--- config.mk ---
export PLATFORM = sky130hd
export DESIGN_NAME = mem_port_arbiter
export DESIGN_NICKNAME = d
export VERILOG_FILES = /design/src/rtl/mem_arb_pkg.sv /design/src/rtl/mem_arb_tag_pipe.sv /design/src/rtl/mem_port_arbiter.sv
export SDC_FILE = /design/constraint.sdc
export NUM_CORES = 1
export LEC_CHECK = 0
export BUFFER_PORTS_ARGS = -buffer_cell sky130_fd_sc_hd__buf_4
export CAP_MARGIN = 10
export CORE_MARGIN = 10
export CORE_UTILIZATION = 23
export CTS_BUF_LIST = sky130_fd_sc_hd__clkbuf_8 sky130_fd_sc_hd__clkbuf_16
export DETAILED_ROUTE_END_ITERATION = 16
export HOLD_SLACK_MARGIN = 0.15
export PLACE_DENSITY = 0.77
export SLEW_MARGIN = 20
export SYNTH_ARGS = -nofsm -noshare
export SYNTH_HDL_FRONTEND = slang
export SYNTH_SLANG_ARGS = --single-unit
--- constraint.sdc ---
create_clock -name CLK -period 1.5 [get_ports CLK]
set_input_delay 0.15 -clock CLK [delete_from_list [all_inputs] [get_ports CLK]]
set_output_delay 0.15 -clock CLK [all_outputs]
set_load 0.01 [all_outputs]
--- src/rtl/mem_arb_pkg.sv ---
// Shared types and default sizes for the fetch/data memory port arbiter.
package mem_arb_pkg;

    typedef enum logic [1:0] {
        OWN_NONE = 2'd0,
        OWN_IF   = 2'd1,
        OWN_D    = 2'd2
    } owner_e;

    localparam int DEF_AW   = 10;
    localparam int DEF_DW   = 32;
    localparam int STARVE_W = 4;

endpackage

--- src/rtl/mem_arb_tag_pipe.sv ---
// Owner-tag delay line: remembers who issued each RAM read so the data
// returning DEPTH cycles later can be steered back to the right port.
module mem_arb_tag_pipe
    import mem_arb_pkg::*;
#(
    parameter int DEPTH = 1
)
(
    input  logic       clk,
    input  logic       rst,
    input  logic [1:0] tag_in,
    output logic [1:0] tag_out
);

    owner_e stage_q [DEPTH];
    owner_e stage_d [DEPTH];

    always_comb begin
        stage_d[0] = owner_e'(tag_in);
        for (int i = 1; i < DEPTH; i++) begin
            stage_d[i] = stage_q[i-1];
        end
    end

    // A clear discards every in-flight tag so stale RAM data is never delivered.
    always_ff @(posedge clk) begin
        if (rst) begin
            for (int i = 0; i < DEPTH; i++) begin
                stage_q[i] <= OWN_NONE;
            end
        end else begin
            stage_q <= stage_d;
        end
    end

    assign tag_out = stage_q[DEPTH-1];

endmodule

--- src/rtl/mem_port_arbiter.sv ---
// Shares one single-port synchronous RAM between the instruction-fetch and
// data ports: data wins by default, a starvation counter bounds fetch waits.
module mem_port_arbiter
    import mem_arb_pkg::*;
#(
    parameter int AW         = DEF_AW,
    parameter int DW         = DEF_DW,
    parameter int RD_LAT     = 1,
    parameter int STARVE_MAX = 3
)
(
    input  logic          CLK,
    input  logic          RST,
    input  logic          if_req,
    input  logic [AW-1:0] if_addr,
    output logic          if_gnt,
    output logic          if_rvalid,
    output logic [DW-1:0] if_rdata,
    input  logic          d_req,
    input  logic          d_we,
    input  logic [AW-1:0] d_addr,
    input  logic [DW-1:0] d_wdata,
    output logic          d_gnt,
    output logic          d_rvalid,
    output logic [DW-1:0] d_rdata,
    output logic          mem_en,
    output logic          mem_we,
    output logic [AW-1:0] mem_addr,
    output logic [DW-1:0] mem_wdata,
    input  logic [DW-1:0] mem_rdata
);

    localparam logic [STARVE_W-1:0] STARVE_LIM = STARVE_W'(STARVE_MAX);

    logic [STARVE_W-1:0] starve_cnt_q;
    logic [STARVE_W-1:0] starve_cnt_d;
    logic [1:0]          tag_push;
    logic [1:0]          tag_head;
    owner_e              head_own;

    // Fetch only beats a competing data request once it has lost STARVE_MAX times in a row.
    always_comb begin
        if_gnt = 1'b0;
        d_gnt  = 1'b0;
        if (!RST) begin
            if (if_req && d_req) begin
                if (starve_cnt_q == STARVE_LIM) begin
                    if_gnt = 1'b1;
                end else begin
                    d_gnt = 1'b1;
                end
            end else if (d_req) begin
                d_gnt = 1'b1;
            end else if (if_req) begin
                if_gnt = 1'b1;
            end
        end
    end

    always_comb begin
        mem_en    = if_gnt | d_gnt;
        mem_we    = d_gnt & d_we;
        mem_addr  = '0;
        mem_wdata = '0;
        if (d_gnt) begin
            mem_addr  = d_addr;
            mem_wdata = d_wdata;
        end else if (if_gnt) begin
            mem_addr  = if_addr;
        end
    end

    always_comb begin
        starve_cnt_d = '0;
        if (if_req && !if_gnt) begin
            starve_cnt_d = (starve_cnt_q == STARVE_LIM) ? STARVE_LIM : starve_cnt_q + 1'b1;
        end
    end

    always_ff @(posedge CLK) begin
        if (RST) begin
            starve_cnt_q <= '0;
        end else begin
            starve_cnt_q <= starve_cnt_d;
        end
    end

    always_comb begin
        tag_push = OWN_NONE;
        if (if_gnt) begin
            tag_push = OWN_IF;
        end else if (d_gnt && !d_we) begin
            tag_push = OWN_D;
        end
    end

    mem_arb_tag_pipe #(
        .DEPTH (RD_LAT)
    ) u_tag_pipe (
        .clk     (CLK),
        .rst     (RST),
        .tag_in  (tag_push),
        .tag_out (tag_head)
    );

    assign head_own = owner_e'(tag_head);

    // Response steering is masked during reset so a tag caught at the head never escapes.
    always_comb begin
        if_rvalid = !RST && (head_own == OWN_IF);
        d_rvalid  = !RST && (head_own == OWN_D);
        if_rdata  = if_rvalid ? mem_rdata : '0;
        d_rdata   = d_rvalid ? mem_rdata : '0;
    end

endmodule
==> metrics.log, run 1 <==
[metrics] Final Wtd Congestion: 0.7691
[metrics] maximum number of pins on one net before global-route repair: 24
[metrics] Power Dens Cells: 323.4 nW/um^2
[metrics] Clock Power Share: 24.6%
[metrics] post-synthesis async set-or-reset flop share: 0%
[metrics] worst path cell trace: ha_4, nor3b_4, a21oi_4, buf_12, a22o_1, buf_6
[metrics] result of the run: finished with violations
[metrics] number of I/O port buffers: 200
[metrics] Max clock buf depth: 2
[metrics] pin slew with the least headroom to its limit: 0.2576 ns
[metrics] worst min path class: in2reg
[metrics] violations in the final reports: setup timing
[metrics] type of origin of the critical path: flip-flop
[metrics] TNS Setup: -9.631 ns
[metrics] H-tree Lvls: 1
[metrics] global-route wire length before repair: 10360 um
[metrics] detail-routed net length per standard cell: 17.51 um
[metrics] sequential element share of the synthesized area: 11.51%
[metrics] Tot GR Track Use: 16.94%
[metrics] Yosys reg bits: 6
[metrics] count of antenna-violating nets left after detailed routing: 0
[metrics] cell class contributing the biggest share of worst-path delay: compound AO/OA/AOI/OAI gates
[metrics] Commonest cells post-synth: and2_1 (97), a22o_1 (10), dfxtp_1 (6), nor2_1 (6), clkbuf_1 (4)
[metrics] combinational power share: 57.9%
[metrics] # nets final: 442
[metrics] post-detailed-route via-to-cell ratio: 4.358
[metrics] Power, Total: 955.3 uW
[metrics] net switching power figure: 258.9 uW
[metrics] clock tree from TritonCTS: built
[metrics] RSZ-0062 raised after global routing: true
[metrics] Post-Route Skew: 0.001058 ns
[metrics] final worst-path cycle share: 117.8%
[metrics] die span in x: 87.36 um
[metrics] reported max-cap violation count: 0
[metrics] synthesis warning total: 0
[metrics] core box area: 4384 um^2
[metrics] cell at the root of the clock tree: clkbuf_8
[metrics] share of the synthesized area in the top cell type: 58.15%
[metrics] synthesized area divided by synthesized cell count: 7.147 um^2
[metrics] Internal Dissipation: 696.3 uW
[metrics] critical path buffer and inverter count: 2
[metrics] Rows: 24
[metrics] number of distinct library cells after synthesis: 21
[metrics] clock slew seen by the registers of the worst setup and hold paths: 0.03 ns
[metrics] peak supply drop: 0.3935 mV
[metrics] total CTS buffers: 3
[metrics] total leakage power: 0.001629 uW
[metrics] critical path peak fanout: 23
[metrics] largest incremental delay on the critical path: 0.35 ns
[metrics] post-detailed-placement half-perimeter wirelength: 6118 um
[metrics] crit path max-delay cell type: dfxtp_2
[metrics] Inst Count DP: 396
[metrics] Max-slew headroom: 82.81%
[metrics] count of flip-flops with a built-in enable after synthesis: 0
[metrics] DR pass1 iterations: 3
[metrics] vertical die dimension: 87.36 um
[metrics] Layout Cells excl Fill: 402
[metrics] leading cell types by total area after synthesis: and2_1 (58%), dfxtp_1 (12%), a22o_1 (8.4%)
[metrics] count of mapped cells out of synthesis: 146
[metrics] worst slack at placement: -0.05796 ns
[metrics] Die Area: 7631 um^2
[metrics] data required time at the worst endpoint: 1.35 ns
[metrics] starting DRC count in detailed routing: 27
[metrics] signed area change from the synthesized netlist to the final layout: 183.1%
[metrics] part of the total power dissipated in sequential elements: 17.5%
[metrics] starting density of the core: 23.80%
[metrics] Via Count: 1752
[metrics] GRT overflow: 0
[metrics] fmax: 565.7 MHz
[metrics] number of nets in the synthesized netlist: 236
[metrics] class of the most critical setup path: reg2out
[metrics] Final WS setup: -0.2676 ns
[metrics] switching part of the total power: 27.11%
[metrics] arrival time of data at the critical path endpoint: 1.62 ns
[metrics] fraction of layout instances using a drive strength above 1: 67.71%
[metrics] top_reg_cell synth: dfxtp_1
[metrics] cell with the most instances after synthesis: and2_1
[metrics] aggregate routed wire length: 7040 um
[metrics] cell taking the most area after synthesis: and2_1
[metrics] via count of the first global-routing pass: 1927
[metrics] Final Hold Vio Count: 0
[metrics] drt drc: 0
[metrics] final number of max-transition violations: 0
[metrics] number of clock sinks: 6
[metrics] number of placed I/O pins: 201
[metrics] post-route worst hold slack: 0.2169 ns
[metrics] Ant. Diodes: 0
[metrics] shortest clock period the worst path allows after layout: 1.768 ns
[metrics] Worst-Skew Late Latency: 0.22 ns
[metrics] setup-violating endpoint count in the final report: 45
[metrics] antenna violations before repair: 0
[metrics] nature of the critical path endpoint: output port
[metrics] total standard cell area after synthesis: 1044 um^2
==> registers in the layout, indices dropped and copies added (netlist names) <==
name,count
starve_cnt_q,4
u_tag_pipe.tag_out,2
==> routing by layer <==
metal  routed length, um  GRT usage [%]
met1                1988          13.82
met2                3719          32.01
met3                1250          12.08
met4                  82          3.478
met5                   0              0
==> final timing paths <==
path                                end  depth (start not counted)            start  slack (ns)
hold / removal    u_tag_pipe.tag_out[0]                          2           if_req        0.22
hold reg to reg         starve_cnt_q[0]                          2  starve_cnt_q[0]        0.55
setup reg to reg        starve_cnt_q[3]                          5  starve_cnt_q[0]        0.08
setup / recovery            mem_addr[7]                          6  starve_cnt_q[0]       -0.27
==> timing repair <==
item,CTS,global route
gates cloned,2,0
pin swaps,2,2
endpoints found under the hold margin,1,0
gates resized for setup,57,6
endpoints found under the setup margin,45,55
setup buffers,0,0
hold buffers,1,0
==> cell type report <==
class,count,area [um^2]
fillers,384,1430
flip-flops and latches,6,122.6
well taps,52,65.06
inverters,3,11.26
clock buffers,3,41.29
repair buffers,212,1803
multi-input cells,126,910.9
==> layout by cell type, fill, tap and decap left out, types with 2 or more instances in the layout <==
| master | n |
|---|---|
| and2_4 | 15 |
| buf_6 | 39 |
| a22o_1 | 10 |
| dfxtp_1 | 4 |
| clkbuf_8 | 3 |
| inv_1 | 3 |
| nor2_1 | 6 |
| and2_1 | 82 |
| nor3b_2 | 2 |
| buf_4 | 168 |
| buf_12 | 2 |
| dfxtp_2 | 2 |
==> kinds of logic after synthesis <==
family	synth area share (%)
AO/OA/AOI/OAI	11.87
XOR/XNOR	1.679
buffers and inverters	6.714
AND/OR/NAND/NOR	67.03
flip-flops	11.51
adder cells (fa/ha/maj)	1.199
==> power by group through the flow <==
stage / clock, uW / sequential [uW] / combinational (uW)
after floorplan: 0 / 168 / 148
final: 235 / 167 / 553
after global placement: 0 / 168 / 481
after detailed placement: 0 / 168 / 487
after CTS: 242 / 167 / 558
after global routing: 255 / 168 / 598
==> stage by stage <==
| step | utilization, % | area (um^2) |
|---|---|---|
| after detailed placement | 60.30 | 2644 |
| after global routing | 67.38 | 2954 |
| after floorplan | - | 1044 |
| final | 67.38 | 2954 |
| after CTS | 67.04 | 2939 |
| after global placement | 60.30 | 2644 |
Note: power is estimated with default switching activity, not from simulation.
==> inputs of run 2 (changes only) <==
Settings changed: MAX_ROUTING_LAYER set to met4.
==> metrics.log, run 2 (synthesis results as in run 1) <==
[metrics] clock tree from TritonCTS: built
[metrics] # nets final: 442 (unchanged)
[metrics] Worst-Skew Late Latency: 0.22 ns (about the same)
[metrics] post-detailed-route via-to-cell ratio: 4.376 (+0.40%)
[metrics] peak supply drop: 0.3934 mV (about the same)
[metrics] Post-Route Skew: 0.0009444 ns (-0.0001138 ns)
[metrics] Final WS setup: -0.2670 ns (+0.0006250 ns)
[metrics] clock slew seen by the registers of the worst setup and hold paths: 0.03 ns (about the same)
[metrics] Via Count: 1759 (+0.40%)
[metrics] TNS Setup: -9.595 ns (+0.03597 ns)
[metrics] arrival time of data at the critical path endpoint: 1.62 ns (about the same)
[metrics] starting density of the core: 23.80% (unchanged)
[metrics] total CTS buffers: 3 (unchanged)
[metrics] Max clock buf depth: 2 (unchanged)
[metrics] count of antenna-violating nets left after detailed routing: 0 (unchanged)
[metrics] via count of the first global-routing pass: 1946 (+0.99%)
[metrics] Final Wtd Congestion: 0.7793 (+1.3%)
[metrics] die span in x: 87.36 um (unchanged)
[metrics] critical path peak fanout: 23 (unchanged)
[metrics] DR pass1 iterations: 4 (+1)
[metrics] fraction of layout instances using a drive strength above 1: 67.71% (unchanged)
[metrics] H-tree Lvls: 1 (unchanged)
[metrics] starting DRC count in detailed routing: 27 (unchanged)
[metrics] post-detailed-placement half-perimeter wirelength: 6118 um (unchanged)
[metrics] aggregate routed wire length: 7038 um (about the same)
[metrics] top library cells by usage in the layout, fill and taps aside: buf_4 (168), and2_1 (82), buf_6 (39), and2_4 (15), a22o_1 (10)
[metrics] result of the run: finished with violations
[metrics] number of I/O port buffers: 200 (unchanged)
[metrics] most crowded layer after global routing: met2
[metrics] fillcell total: 384 (unchanged)
[metrics] Ant. Diodes: 0 (unchanged)
[metrics] signed area change from the synthesized netlist to the final layout: 183.1% (unchanged)
[metrics] Max-slew headroom: 82.82% (about the same)
[metrics] core box area: 4384 um^2 (unchanged)
[metrics] Power, Total: 955.5 uW (about the same)
[metrics] violations in the final reports: setup timing
[metrics] most common cell after layout, fill and taps aside: buf_4
[metrics] RSZ-0062 raised after global routing: true
[metrics] met2 track utilization from global routing: 32.01% (unchanged)
[metrics] final number of max-transition violations: 0 (unchanged)
[metrics] nature of the critical path endpoint: output port
[metrics] vertical die dimension: 87.36 um (unchanged)
[metrics] placed cell area: 2644 um^2 (unchanged)
[metrics] final worst-path cycle share: 117.8% (about the same)
[metrics] pin slew with the least headroom to its limit: 0.2575 ns (-0.00007319 ns)
[metrics] detail-routed net length per standard cell: 17.51 um (about the same)
[metrics] number of placed I/O pins: 201 (unchanged)
[metrics] total leakage power: 0.001629 uW (unchanged)
[metrics] setup-violating endpoint count in the final report: 45 (unchanged)
[metrics] Most flops, register: starve_cnt_q
[metrics] flip-flop count of the largest register after layout: 4 (unchanged)
[metrics] antenna violations before repair: 0 (unchanged)
[metrics] global-route wire length before repair: 10290 um (-0.67%)
[metrics] cell at the root of the clock tree: clkbuf_8
[metrics] GRT overflow: 0 (unchanged)
[metrics] reported max-cap violation count: 0 (unchanged)
[metrics] fmax: 565.9 MHz (about the same)
[metrics] type of origin of the critical path: flip-flop
[metrics] worst min path class: in2reg
[metrics] Rows: 24 (unchanged)
[metrics] class of the most critical setup path: reg2out
[metrics] number of clock sinks: 6 (unchanged)
[metrics] Die Area: 7631 um^2 (unchanged)
[metrics] drt drc: 0 (unchanged)
[metrics] data required time at the worst endpoint: 1.35 ns (about the same)
[metrics] Finished Cell Area: 2954 um^2 (unchanged)
[metrics] met1 GRT Util: 15.94% (+2.1 points)
[metrics] met3 GRT Util: 8.333% (-3.7 points)
[metrics] shortest clock period the worst path allows after layout: 1.767 ns (-0.0006250 ns)
[metrics] Power Dens Cells: 323.5 nW/um^2 (about the same)
[metrics] Tot GR Track Use: 17.41% (+0.47 points)
[metrics] Final Hold Vio Count: 0 (unchanged)
[metrics] maximum number of pins on one net before global-route repair: 24 (unchanged)
## run 2: cell counts in the layout (fill, tap and decap cells not counted)
Identical to the previous run, type by type.
## run 2: area by class of cell
| type | count | area [um^2] | area share [%] |
|---|---|---|---|
| Inverter | 3 | 11.26 | 0.3812 |
| Multi-Input combinational cell | 126 | 910.9 | 30.83 |
| Sequential cell | 6 | 122.6 | 4.151 |
| Tap cell | 52 | 65.06 | 2.202 |
| Timing Repair Buffer | 212 | 1803 | 61.03 |
| Clock buffer | 3 | 41.29 | 1.398 |
## run 2: where the power goes
part | switching [uW] | leakage, uW | internal (uW)
combinational | 193 | 0.00156 | 360
sequential | 2.83 | 0.0000497 | 165
clock | 62.9 | 0.0000216 | 172
## run 2: worst max-delay path, stage by stage (launching register included)
cell and delay (ns):
dfxtp_2 0.35, ha_4 0.14, nor3b_4 0.27, a21oi_4 0.12, buf_12 0.16, a22o_1 0.24
buf_6 0.12
## run 2: routing by layer
metal	share of wire, %	vias to the layer above
met5	0	-
met4	0.57	0
met3	13	2
met2	53	127
met1	33	763
li1	-	867
## run 2: worst paths after layout
check                   from                    end  slack, ns  depth (start not counted)
max          starve_cnt_q[0]            mem_addr[7]      -0.27                          6
min reg2reg  starve_cnt_q[0]        starve_cnt_q[0]       0.55                          2
max reg2reg  starve_cnt_q[0]        starve_cnt_q[3]       0.08                          5
min                   if_req  u_tag_pipe.tag_out[0]       0.22                          2
## run 2: repair_timing
item / CTS / global route
gates resized for setup: 57 / 6
gates cloned: 2 / 0
buffers inserted: 0 / 0
setup endpoints to repair: 45 / 55
hold buffers: 1 / 0
endpoints found under the hold margin: 1 / 0
pin swaps: 2 / 2
## run 2: metrics by stage
stage | instances | utilization [%] | setup WS (ns) | hold WS (ns)
2_1_floorplan | 146 | - | 0.04045 | 0.2216
3_3_place_gp | 396 | 60.30 | -0.01273 | 0.3270
3_5_place_dp | 396 | 60.30 | -0.05796 | 0.3237
4_1_cts | 402 | 67.04 | -0.2793 | 0.2210
5_1_grt | 402 | 67.38 | -0.3533 | 0.2229
6_report | 402 | 67.38 | -0.2670 | 0.2164
